<file path="src/rtl/fpga_conf_regs.sv">
`default_nettype none
// ============================================================================
//  Module      : fpga_conf_regs
//  Description : SPI-fed configuration register bank for the 13.56 MHz domain.
//                Decodes 16-bit write / read / soft-reset frames from the ARM
//                and drives the output-mux major mode through a blanking
//                sequence so the carrier never sees a half-switched mode.
//  Revision    : 1.0 - initial parametrised release
// ============================================================================
module fpga_conf_regs #(
    parameter int         NUM_REGS     = 4,
    parameter int         DATA_W       = 8,
    parameter int         GUARD_CYCLES = 16,
    parameter logic [7:0] REG0_RESET   = 8'hE0
) (
    input  logic                         ck_1356meg,
    input  logic                         nrst,
    input  logic                         spck,
    input  logic                         mosi,
    input  logic                         ncs,
    output logic                         miso,
    output logic [NUM_REGS*DATA_W-1:0]   conf_regs,
    output logic [2:0]                   major_mode_out,
    output logic                         mode_switching,
    output logic                         wr_strobe,
    output logic [3:0]                   wr_addr,
    output logic [3:0]                   frame_err_cnt
);

    localparam int         c_CNT_W     = (GUARD_CYCLES > 1) ? $clog2(GUARD_CYCLES) : 1;
    localparam logic [c_CNT_W-1:0] c_CNT_LOAD = c_CNT_W'(GUARD_CYCLES - 1);
    localparam logic [4:0] c_FRAME_BITS = 5'd16;
    localparam logic [4:0] c_BITCNT_SAT = 5'd17;
    localparam logic [3:0] c_CMD_WRITE  = 4'b0001;
    localparam logic [3:0] c_CMD_READ   = 4'b0010;
    localparam logic [3:0] c_CMD_SRST   = 4'b0011;
    localparam logic [2:0] c_MODE_OFF   = 3'b111;
    localparam logic [0:0] c_S_ACTIVE   = 1'b0;
    localparam logic [0:0] c_S_BLANK    = 1'b1;

    // ------------------------------------------------------------------------
    // Input synchronisation and edge detection
    // ------------------------------------------------------------------------
    logic [1:0] r_spck_sync, r_mosi_sync, r_ncs_sync;
    logic       r_spck_d, r_ncs_d;

    // Identical 2-flop chains keep spck/mosi/ncs mutually aligned; ncs idles high
    always_ff @(posedge ck_1356meg or negedge nrst) begin
        if (!nrst) begin
            r_spck_sync <= 2'b00;
            r_mosi_sync <= 2'b00;
            r_ncs_sync  <= 2'b11;
            r_spck_d    <= 1'b0;
            r_ncs_d     <= 1'b1;
        end else begin
            r_spck_sync <= {r_spck_sync[0], spck};
            r_mosi_sync <= {r_mosi_sync[0], mosi};
            r_ncs_sync  <= {r_ncs_sync[0], ncs};
            r_spck_d    <= r_spck_sync[1];
            r_ncs_d     <= r_ncs_sync[1];
        end
    end

    logic w_spck_s, w_mosi_s, w_ncs_s;
    logic w_spck_rise, w_spck_fall, w_ncs_rise, w_ncs_fall;
    assign w_spck_s    = r_spck_sync[1];
    assign w_mosi_s    = r_mosi_sync[1];
    assign w_ncs_s     = r_ncs_sync[1];
    assign w_spck_rise = w_spck_s & ~r_spck_d;
    assign w_spck_fall = ~w_spck_s & r_spck_d;
    assign w_ncs_rise  = w_ncs_s & ~r_ncs_d;
    assign w_ncs_fall  = ~w_ncs_s & r_ncs_d;

    // ------------------------------------------------------------------------
    // Shift-in and frame decode
    // ------------------------------------------------------------------------
    logic [15:0] r_shift;
    logic [4:0]  r_bitcnt;

    // Collect MOSI bits; the bit counter saturates so over-long frames stay invalid
    always_ff @(posedge ck_1356meg or negedge nrst) begin
        if (!nrst) begin
            r_shift  <= '0;
            r_bitcnt <= '0;
        end else if (w_ncs_fall) begin
            r_bitcnt <= '0;
        end else if (w_spck_rise && !w_ncs_s) begin
            r_shift <= {r_shift[14:0], w_mosi_s};
            if (r_bitcnt != c_BITCNT_SAT) begin
                r_bitcnt <= r_bitcnt + 5'd1;
            end
        end
    end

    logic [3:0] w_cmd, w_addr;
    logic       w_frame_ok, w_addr_in_range, w_wr_ok, w_rd_cmd, w_srst;
    assign w_cmd           = r_shift[15:12];
    assign w_addr          = r_shift[11:8];
    assign w_frame_ok      = w_ncs_rise && (r_bitcnt == c_FRAME_BITS);
    assign w_addr_in_range = ({28'd0, w_addr} < NUM_REGS);
    assign w_wr_ok         = w_frame_ok && (w_cmd == c_CMD_WRITE) && w_addr_in_range;
    assign w_rd_cmd        = w_frame_ok && (w_cmd == c_CMD_READ);
    assign w_srst          = w_frame_ok && (w_cmd == c_CMD_SRST);

    // ------------------------------------------------------------------------
    // Register bank
    // ------------------------------------------------------------------------
    logic [DATA_W-1:0] r_regs [NUM_REGS];

    // Write and soft-reset; loop compare avoids an address slice that breaks for NUM_REGS=1
    always_ff @(posedge ck_1356meg or negedge nrst) begin
        if (!nrst) begin
            for (int i = 0; i < NUM_REGS; i++) begin
                r_regs[i] <= (i == 0) ? REG0_RESET[DATA_W-1:0] : '0;
            end
        end else if (w_srst) begin
            for (int i = 0; i < NUM_REGS; i++) begin
                r_regs[i] <= (i == 0) ? REG0_RESET[DATA_W-1:0] : '0;
            end
        end else if (w_wr_ok) begin
            for (int i = 0; i < NUM_REGS; i++) begin
                if (w_addr == 4'(i)) begin
                    r_regs[i] <= r_shift[DATA_W-1:0];
                end
            end
        end
    end

    for (genvar g = 0; g < NUM_REGS; g++) begin : g_conf
        assign conf_regs[g*DATA_W +: DATA_W] = r_regs[g];
    end

    logic       r_wr_strobe;
    logic [3:0] r_wr_addr;
    logic [3:0] r_err_cnt;

    // Write strobe/address report and saturating discarded-frame counter
    always_ff @(posedge ck_1356meg or negedge nrst) begin
        if (!nrst) begin
            r_wr_strobe <= 1'b0;
            r_wr_addr   <= '0;
            r_err_cnt   <= '0;
        end else begin
            r_wr_strobe <= w_wr_ok | w_srst;
            if (w_wr_ok) begin
                r_wr_addr <= w_addr;
            end else if (w_srst) begin
                r_wr_addr <= '0;
            end
            if (w_ncs_rise && (r_bitcnt != c_FRAME_BITS) && (r_err_cnt != 4'hF)) begin
                r_err_cnt <= r_err_cnt + 4'd1;
            end
        end
    end

    assign wr_strobe     = r_wr_strobe;
    assign wr_addr       = r_wr_addr;
    assign frame_err_cnt = r_err_cnt;

    // ------------------------------------------------------------------------
    // Readback
    // ------------------------------------------------------------------------
    logic [DATA_W-1:0] w_rd_data;
    logic              r_pending_rd;
    logic [3:0]        r_rd_addr;
    logic [15:0]       r_rd_buf;

    // Selected readback register; out-of-range addresses read as zero
    always_comb begin
        w_rd_data = '0;
        for (int i = 0; i < NUM_REGS; i++) begin
            if (r_rd_addr == 4'(i)) begin
                w_rd_data = r_regs[i];
            end
        end
    end

    // Load the read buffer at the start of the frame after a READ, then shift MSB first
    always_ff @(posedge ck_1356meg or negedge nrst) begin
        if (!nrst) begin
            r_pending_rd <= 1'b0;
            r_rd_addr    <= '0;
            r_rd_buf     <= '0;
        end else begin
            if (w_ncs_fall) begin
                r_rd_buf     <= r_pending_rd ? {{(16-DATA_W){1'b0}}, w_rd_data} : 16'h0000;
                r_pending_rd <= 1'b0;
            end else if (w_spck_fall && !w_ncs_s) begin
                r_rd_buf <= {r_rd_buf[14:0], 1'b0};
            end
            if (w_rd_cmd) begin
                r_pending_rd <= 1'b1;
                r_rd_addr    <= w_addr;
            end
        end
    end

    assign miso = w_ncs_s ? 1'b0 : r_rd_buf[15];

    // ------------------------------------------------------------------------
    // Major-mode switching FSM
    // ------------------------------------------------------------------------
    logic [2:0]         w_tgt;
    logic [0:0]         r_state, w_state_nxt;
    logic [2:0]         r_cur, w_cur_nxt, r_tgt_seen, w_tgt_seen_nxt;
    logic [c_CNT_W-1:0] r_cnt, w_cnt_nxt;
    logic [2:0]         r_mode_out, w_mode_nxt;
    logic               r_mode_sw, w_sw_nxt;

    // Target mode lives in the top three bits of reg 0
    assign w_tgt = r_regs[0][DATA_W-1 -: 3];

    // State register; mode outputs are registered so the mux select cannot glitch
    always_ff @(posedge ck_1356meg or negedge nrst) begin
        if (!nrst) begin
            r_state    <= c_S_ACTIVE;
            r_cur      <= c_MODE_OFF;
            r_tgt_seen <= c_MODE_OFF;
            r_cnt      <= '0;
            r_mode_out <= c_MODE_OFF;
            r_mode_sw  <= 1'b0;
        end else begin
            r_state    <= w_state_nxt;
            r_cur      <= w_cur_nxt;
            r_tgt_seen <= w_tgt_seen_nxt;
            r_cnt      <= w_cnt_nxt;
            r_mode_out <= w_mode_nxt;
            r_mode_sw  <= w_sw_nxt;
        end
    end

    // Next state: any target change (re)starts a full guard interval of blanking
    always_comb begin
        w_state_nxt    = r_state;
        w_cur_nxt      = r_cur;
        w_tgt_seen_nxt = r_tgt_seen;
        w_cnt_nxt      = r_cnt;
        case (r_state)
            c_S_ACTIVE: begin
                if (w_tgt != r_cur) begin
                    w_state_nxt    = c_S_BLANK;
                    w_cnt_nxt      = c_CNT_LOAD;
                    w_tgt_seen_nxt = w_tgt;
                end
            end
            c_S_BLANK: begin
                if (w_tgt != r_tgt_seen) begin
                    w_cnt_nxt      = c_CNT_LOAD;
                    w_tgt_seen_nxt = w_tgt;
                end else if (r_cnt == '0) begin
                    w_cur_nxt   = w_tgt;
                    w_state_nxt = c_S_ACTIVE;
                end else begin
                    w_cnt_nxt = r_cnt - 1'b1;
                end
            end
            default: w_state_nxt = c_S_ACTIVE;
        endcase
        w_mode_nxt = (w_state_nxt == c_S_BLANK) ? c_MODE_OFF : w_cur_nxt;
        w_sw_nxt   = (w_state_nxt == c_S_BLANK);
    end

    assign major_mode_out = r_mode_out;
    assign mode_switching = r_mode_sw;

endmodule
`default_nettype wire
</file>
<file path="config.mk">
export PLATFORM = sky130hd
export DESIGN_NAME = fpga_conf_regs
export DESIGN_NICKNAME = d
export VERILOG_FILES = /design/src/rtl/fpga_conf_regs.sv
export SDC_FILE = /design/constraint.sdc
export NUM_CORES = 1
export LEC_CHECK = 0
export BUFFER_PORTS_ARGS = -buffer_cell sky130_fd_sc_hd__buf_4
export CAP_MARGIN = 0
export CORE_MARGIN = 2
export CORE_UTILIZATION = 30
export CTS_CLUSTER_DIAMETER = 100
export CTS_CLUSTER_SIZE = 10
export DETAILED_ROUTE_END_ITERATION = 12
export PLACE_DENSITY = 0.46
export SLEW_MARGIN = 5
export SYNTH_ARGS = -nofsm -noshare
export SYNTH_HDL_FRONTEND = slang
export SYNTH_SLANG_ARGS = --single-unit
</file>
<file path="constraint.sdc">
create_clock -name ck_1356meg -period 3.3 [get_ports ck_1356meg]
set_clock_uncertainty 0.1 [all_clocks]
set_input_delay 0.33 -clock ck_1356meg [delete_from_list [all_inputs] [get_ports ck_1356meg]]
set_output_delay 0.33 -clock ck_1356meg [all_outputs]
set_load 0.05 [all_outputs]
</file>
==> results of run 1 <==
critical path: cells and delay by family, from the launching register on:
family / cells / cell delay, ps
and+or+nand+nor: 3 / 1660
DFF: 1 / 440
AOI/OAI and AO/OA: 1 / 80
repair_timing:
action | 4_1_cts | 5_1_grt
hold buffers | 3 | 0
gates resized for setup | 0 | 0
endpoints found under the hold margin | 3 | 0
buffers inserted | 0 | 0
worst min-delay path by stage:
stage,depth (start not counted),end,slack (ps),from
global placement,0,r_spck_sync[1]$_DFF_PN0_,230,r_spck_sync[0]$_DFF_PN0_
global route,1,conf_regs[24]$_DFFE_PN0P_,110,nrst
CTS,1,conf_regs[1]$_DFFE_PN0P_,70,nrst
finish,1,conf_regs[1]$_DFFE_PN0P_,30,nrst
floorplan,0,conf_regs[0]$_DFFE_PN0P_,-70,nrst
detailed placement,0,r_spck_sync[1]$_DFF_PN0_,230,r_spck_sync[0]$_DFF_PN0_
synth_stat cells (8+ instances only):
| cell type | number | area share, % |
|---|---|---|
| dfrtp_1 | 90 | 48 |
| nand2_1 | 51 | 4.1 |
| nor2_1 | 30 | 2.4 |
| mux2i_1 | 26 | 5.6 |
| mux2_2 | 23 | 5.5 |
| a21oi_1 | 19 | 2.0 |
| dfstp_2 | 15 | 8.4 |
| nand3_1 | 13 | 1.4 |
| clkbuf_1 | 11 | 0.88 |
| nor2b_1 | 11 | 1.5 |
| inv_1 | 8 | 0.64 |
cell type report:
class / count / area, um^2 / share of cell area [%]
Sequential cell: 105 / 2650 / 47.7
Multi-Input combinational cell: 271 / 1900 / 34.2
Timing Repair Buffer: 57 / 448 / 8.07
Clock buffer: 12 / 267 / 4.80
Tap cell: 188 / 235 / 4.24
Inverter: 8 / 30.0 / 0.541
Clock inverter: 4 / 26.3 / 0.473
power breakdown:
group          internal (mW)  leakage [nW]  switching (mW)  total [mW]
sequential              1.36          1.37          0.0842        1.44
clock                  0.573         0.145           0.470        1.04
combinational          0.112          1.25           0.174       0.286
total                   2.04          2.77           0.728        2.77
state kept, by name (all words and copies together) (netlist names), 3 cells and up:
register,cells
frame_err_cnt,4
r_cnt,4
r_rd_buf,16
r_rd_addr,4
r_shift,16
conf_regs,32
r_tgt_seen,3
r_bitcnt,5
r_cur,3
major_mode_out,3
wr_addr,4
layer usage:
metal,part of all wire (%),global-route usage [%]
met2,47,21.7
met3,3.5,2.29
met1,47,18.9
met5,0,0
met4,2.3,6.52
logic make-up after synthesis:
logic type / count (synthesis) / synth area share, %
fa+ha+maj: 5 / 1.34
mux: 53 / 12.3
simple gates: 143 / 16.7
flops: 105 / 56.6
buf+inv: 28 / 2.84
xor+xnor: 13 / 2.43
compound gates: 57 / 7.86
metrics by stage:
| stage | hold slack (ps) | instance area [um^2] |
|---|---|---|
| finish | 28.0 | 5550 |
| global route | 110 | 5550 |
| CTS | 74.5 | 5550 |
| detailed placement | 235 | 5230 |
| global placement | 234 | 5230 |
| floorplan | -65.6 | 4680 |
==> impl_metrics.ini, run 1 <==
[setup_path]
crit_path_start_kind = flip-flop
reg2reg_depth = 4
crit_path_start = r_shift[11]$_DFFE_PN0P_
timing.rr.end = conf_regs[9]$_DFFE_PN0P_
path_max_fanout = 9
worst-r2r-setup-slack_ps = 890
crit_chain = nor4b_2 > nand4_1 > nand2_1 > a21oi_1
slowest_stage = nor4b_2
worstPathArrival_ps = 2530
slowest_delay_ps = 910
worstSetupEndpoint = conf_regs[9]$_DFFE_PN0P_
reg2reg_from = r_shift[11]$_DFFE_PN0P_
endpoint_kind = flip-flop
critPathRequiredTime_ps = 3420
crit_type = reg2reg

[place]
portBuffers = 50
dp_hpwl_um = 7300
place_inst = 626
globalplace.congestion = 0.721
pre_cts_ws_ps = 909

[timing]
slew_violations = 0
finalSetupViolCount = 0
fin_crit_sh_pct = 73.0
relSlewSlack_pct = 32.3
finalHoldViolCount = 0
fin_tns_setup_ps = 0
fin_ws_ps = 891
worstMarginPinSlew_ps = 1010
rsz0062_at_grt = false
period_needed_ps = 2410
max_freq_ghz = 0.415

[global_route]
grt_use_total_pct = 13.9
grt_max_degree = 72
grt_pass1_vias = 3175
overflow = 0
grt_pass1_wl_um = 17500
antenna_found_initial = 0

[detailed_routing]
vias_per_cell = 4.94
drt_iter0_drc = 206
drtPass1Iterations = 4
drc = 0
wl_um = 10900
ant_nets = 0
routedWlPerCell_um = 16.8
vias = 3185

[die]
core-area_um2 = 15200
row_count = 45
start_util_pct = 30.8
io_pins = 51
die_w_um = 129
fp.dieArea_um2 = 16600
chipHeight_um = 129

[synthesis]
synth-main-ff-cell = dfrtp_1
syn_inst = 404
netlist_area_um2 = 4680
synth_seq_area_share_pct = 56.6
synth-seq-cells = 105
yosys_warnings = 0
async_reset_ff_share_pct = 100
synth_fp_nets = 414
synth-edff-count = 0
syn_avg_cell_area_um2 = 11.6
yosysUniqueCellTypes = 52

[power_and_ir_drop]
p_leak_nw = 2.77
finalPower_mw = 2.77
irDropWorstVdd_mv = 0.229
p_per_area_nw_per_um2 = 499

[finish]
num-fill-cells = 1506
layout_commonest_cell = dfrtp_1
n_antenna_cell = 0
fin_cells = 645
drive_gt1_share_pct = 26.9
nets = 462
area_delta_synth_final_pct = 18.7
finalCoreUtilization_pct = 36.5
mostFrequentLayoutCells = 90 x dfrtp_1, 53 x buf_4, 51 x nand2_1

[cts]
cts_buffers = 9
cts.path.max_buffers = 2
htreeDepth = 3
cts_sinks = 105
clk_latency_ps = 350
clk_pin_slew_ps = 70
clockRootBuffer = clkbuf_16
cts_tree = built

[worst_hold_path]
hp-class = in2async

[run]
maxCapViolCount = 0

[status]
status = finished clean
Note: power is estimated with default switching activity, not from simulation.
==> inputs of run 2 (changes only) <==
Settings changed: PLACE_DENSITY 0.46 to 0.48.
Clock period 3.3 ns to 2 ns, I/O delays scaled along.
==> run 2 against run 1 <==
Register-to-register slack worse by 780 ps; die area stayed put; core utilization is 2.7 points higher; worst setup slack worse by 780 ps; total power is 78% higher; worst hold slack better by 190 ps; largest cell class unchanged; flip-flop and latch count stayed put; highest routed layer unchanged.
==> impl_metrics.ini, run 2 (synthesis results as in run 1) <==
[die]
start_util_pct = 30.8
die_w_um = 129
chipHeight_um = 129
io_pins = 51
row_count = 45
core-area_um2 = 15200
fp.dieArea_um2 = 16600

[setup_path]
critPathRequiredTime_ps = 2140
worstPathArrival_ps = 2030
cp_num_buf_inv = 0
crit_path_start_kind = flip-flop
crit_chain = or4b_2 > o22ai_1 > nor3_1 > o22a_1
slowest_delay_ps = 820
slowest_stage = or4b_2
endpoint_kind = flip-flop
crit_type = reg2reg
path_delay_family = simple AND/OR/NAND/NOR gates
path_max_fanout = 7
worst-r2r-setup-slack_ps = 110

[timing]
fin_crit_sh_pct = 94.6
relSlewSlack_pct = 71.2
rsz0062_at_grt = false
finalHoldViolCount = 0
period_needed_ps = 1890
worstMarginPinSlew_ps = 430
finalSetupViolCount = 0
max_freq_ghz = 0.528
slew_violations = 0

[detailed_routing]
drc = 0
drtPass1Iterations = 4
vias = 3300
wl_um = 11200
ant_nets = 0
vias_per_cell = 4.88
drt_iter0_drc = 256
routedWlPerCell_um = 16.6

[place]
dp_hpwl_um = 7750
portBuffers = 50
globalplace.congestion = 0.752
dpl-instance-area_um2 = 5530

[cts]
htreeDepth = 3
cts_buffers = 9
clockRootBuffer = clkbuf_16
cts_tree = built
cts_sinks = 105
cts.path.max_buffers = 2
clk_latency_ps = 350
clk_pin_slew_ps = 70

[run]
maxCapViolCount = 0

[global_route]
grt_pass1_wl_um = 18300
antenna_found_initial = 0
grt_max_degree = 48
overflow = 0
grt_use_total_pct = 14.4
grt_pass1_vias = 3392

[power_and_ir_drop]
p_per_area_nw_per_um2 = 826
switchingPower_mw = 1.22
pwr-share-clk_pct = 41.4
swShare_pct = 24.8
irDropWorstVdd_mv = 0.414
p_comb_share_pct = 10.3
internal_power_mw = 3.70
pwr-share-seq_pct = 48.4
p_leak_nw = 3.02
finalPower_mw = 4.92

[worst_hold_path]
hp-class = in2async

[finish]
design_area_um2 = 5960
area_delta_synth_final_pct = 27.3
layout_commonest_cell = dfrtp_1
mostFrequentLayoutCells = 90 x dfrtp_1, 77 x buf_4, 51 x nand2_1
drive_gt1_share_pct = 32.4
n_antenna_cell = 0
finalCoreUtilization_pct = 39.2
largest_reg_flops = 32
nets = 493

[status]
status = finished clean
==> run 2: metal layers <==
| metal | part of all wire (%) | track usage [%] | routed length [um] |
|---|---|---|---|
| met1 | 49 | 20.5 | 5460 |
| met2 | 47 | 21.9 | 5210 |
| met3 | 3.0 | 2.29 | 335 |
| met4 | 1.7 | 6.14 | 185 |
| met5 | 0 | 0 | 0 |
==> run 2: per-stage QoR <==
step / hold slack (ps) / std cells / TNS [ps] / worst slack (ps)
final: 221 / 676 / 0 / 107
after global routing: 257 / 676 / 0 / 24.5
after CTS: 224 / 676 / 0 / 17.6
after detailed placement: 63.8 / 654 / -840 / -67.3
after global placement: 45.1 / 654 / 0 / 49.9
after floorplan: -196 / 404 / -8.60 / -8.60
==> run 2: path summary, 6_finish.rpt <==
check / start / end / depth (start not counted)
worst min-delay path: nrst / wr_strobe$_DFF_PN0_ / 2
min in group ck_1356meg: r_spck_sync[0]$_DFF_PN0_ / r_spck_sync[1]$_DFF_PN0_ / 0
worst max register to register: r_rd_addr[3]$_DFFE_PN0P_ / r_rd_buf[1]$_DFFE_PN0P_ / 4
worst max-delay path: r_rd_addr[3]$_DFFE_PN0P_ / r_rd_buf[1]$_DFFE_PN0P_ / 4
max in group asynchronous: nrst / conf_regs[6]$_DFFE_PN1P_ / 3
worst min register to register: r_spck_sync[0]$_DFF_PN0_ / r_spck_sync[1]$_DFF_PN0_ / 0
==> run 2: power by group through the flow <==
stage / Sequential (mW) / Combinational [mW] / Clock (mW)
global placement: 2.41 / 0.495 / 0
detailed placement: 2.42 / 0.506 / 0
CTS: 2.38 / 0.513 / 2.10
finish: 2.38 / 0.505 / 2.04
global route: 2.40 / 0.556 / 2.18
floorplan: 2.53 / 0.173 / 0
==> run 2: what timing repair did <==
item                                    4_1_cts  5_1_grt
endpoints found under the hold margin        28        0
setup buffers                                 2        0
hold buffers                                  4        0
pin swaps                                     0        1
resized for setup                             1        4
endpoints found under the setup margin       35       33
==> run 2: layout make-up <==
cell class              instances  area [um^2]
clock buffers                  10          239
clock inverters                 6          105
fillers                      1477         9250
inverters                       8         30.0
multi-input cells             271         1940
flip-flops and latches        105         2650
well taps                     188          235
repair buffers                 88          758
==> run 2: worst reg2reg max path, delay by kind of cell (launching register included) <==
family	cells	cell delay (ps)
compound gates	2	410
simple gates	2	910
flops	1	370
==> inputs of run 3 (changes only) <==
==> constraint.sdc (replaced) <==
create_clock -name ck_1356meg -period 2 [get_ports ck_1356meg]
set_clock_uncertainty 0.1 [all_clocks]
set_input_delay 0.1 -clock ck_1356meg [delete_from_list [all_inputs] [get_ports ck_1356meg]]
set_output_delay 0.1 -clock ck_1356meg [all_outputs]
set_load 0.05 [all_outputs]
==> run 3 against run 2 <==
Worst setup slack got worse by 8.5 ps; critical endpoint unchanged; register-to-register slack barely moved; worst hold slack got worse by 100 ps; core utilization fell by 0.44 points; largest power group unchanged.
==> impl_metrics.ini, run 3 (synthesis results as in run 1) <==
[power_and_ir_drop]
finalPower_mw = 4.57
irDropWorstVdd_mv = 0.386
p_leak_nw = 2.98
p_per_area_nw_per_um2 = 775

[finish]
num-fill-cells = 1495
drive_gt1_share_pct = 31.6
n_antenna_cell = 0
mostFrequentLayoutCells = 90 x dfrtp_1, 75 x buf_4, 51 x nand2_1
seq_area_um2 = 2650
largest_reg_flops = 32
multiInputGateArea_um2 = 1940
nets = 492
area_delta_synth_final_pct = 25.9
layout_commonest_cell = dfrtp_1
design_area_um2 = 5890

[timing]
fin_tns_setup_ps = 0
finalSetupViolCount = 0
worstMarginPinSlew_ps = 416
period_needed_ps = 1900
slew_violations = 0
rsz0062_at_grt = false
hold_ws_ps = 117
fin_ws_ps = 98.5
max_freq_ghz = 0.526
finalHoldViolCount = 0
relSlewSlack_pct = 72.1
fin_crit_sh_pct = 95.1

[place]
dp_hpwl_um = 7740
portBuffers = 50
dpl-instance-area_um2 = 5520
pre_cts_ws_ps = 34.9
globalplace.congestion = 0.745

[detailed_routing]
wl_um = 11200
drt_iter0_drc = 206
routedWlPerCell_um = 16.5
vias = 3280
drtPass1Iterations = 4
ant_nets = 0
vias_per_cell = 4.86
drc = 0

[setup_path]
endpoint_kind = flip-flop
worstPathArrival_ps = 2040
critPathRequiredTime_ps = 2140
crit_path_start_kind = flip-flop
path_max_fanout = 7
crit_path_start = r_rd_addr[3]$_DFFE_PN0P_
crit_type = reg2reg
reg2reg_from = r_rd_addr[3]$_DFFE_PN0P_

[global_route]
grt_pass1_wl_um = 18500
grt_use_total_pct = 14.5
overflow = 0
antenna_found_initial = 0
grt_max_degree = 48
grt_pass1_vias = 3362

[worst_hold_path]
hp-class = in2async

[status]
status = finished clean

[cts]
clk_latency_ps = 350
cts_tree = built
clk_pin_slew_ps = 70
cts_buffers = 9
cts_sinks = 105
htreeDepth = 3
clockRootBuffer = clkbuf_16
cts.path.max_buffers = 2

[die]
chipHeight_um = 129
fp.dieArea_um2 = 16600
row_count = 45
start_util_pct = 30.8
io_pins = 51
core-area_um2 = 15200
die_w_um = 129

[run]
maxCapViolCount = 0
run 3: cell types whose count changed in the layout (fill, tap and decap cells not counted):
cell / delta
clkbuf_8: +1
buf_4: -2
bufinv_16: -3
clkbuf_1: +2
a21oi_1: +1
buf_12: +1
a21oi_2: -1
run 3: area by class of cell:
cell class | instances | share of cell area (%)
Clock inverter | 3 | 0.255
Sequential cell | 105 | 44.9
Timing Repair Buffer | 87 | 13.0
Inverter | 8 | 0.510
Tap cell | 188 | 3.99
Multi-Input combinational cell | 271 | 32.9
Clock buffer | 13 | 4.42
run 3: final timing paths:
kind	cells after the start	endpoint	slack [ps]
max	4	r_rd_buf[1]$_DFFE_PN0P_	100
min reg2reg	0	r_spck_sync[1]$_DFF_PN0_	260
max reg2reg	4	r_rd_buf[1]$_DFFE_PN0P_	100
min in group ck_1356meg	0	r_spck_sync[1]$_DFF_PN0_	260
min	2	wr_strobe$_DFF_PN0_	120
max in group asynchronous	3	conf_regs[6]$_DFFE_PN1P_	1030
run 3: report_power, final:
group	leakage [nW]	switching, mW	total, mW	internal [mW]
clock	0.139	0.770	1.68	0.908
combinational	1.47	0.298	0.507	0.209
sequential	1.37	0.139	2.38	2.24
total	2.98	1.21	4.57	3.36
run 3: timing repair:
item / in CTS / in global routing
hold endpoints to repair: 94 / 0
gates resized for setup: 0 / 4
buffers inserted: 0 / 2
hold buffers: 4 / 0
setup endpoints to repair: 0 / 38
run 3: metrics by stage:
step                      util, %  cells
after floorplan                 -    404
after global placement       36.3    653
after detailed placement     36.3    653
after CTS                    38.4    673
after global routing         38.7    675
final                        38.7    675
run 3: critical path, stage by stage (launching register included):
cell and delay [ps]:
dfrtp_1 370, or4b_2 820, o22ai_1 230, nor3_1 90, o22a_1 180
run 3: layer usage:
metal	GRT usage, %	vias up	wire, um
met4	6.14	0	195
li1	-	1564	-
met1	21.0	1658	5660
met3	2.29	13	237
met2	21.5	45	5050
met5	0	-	0
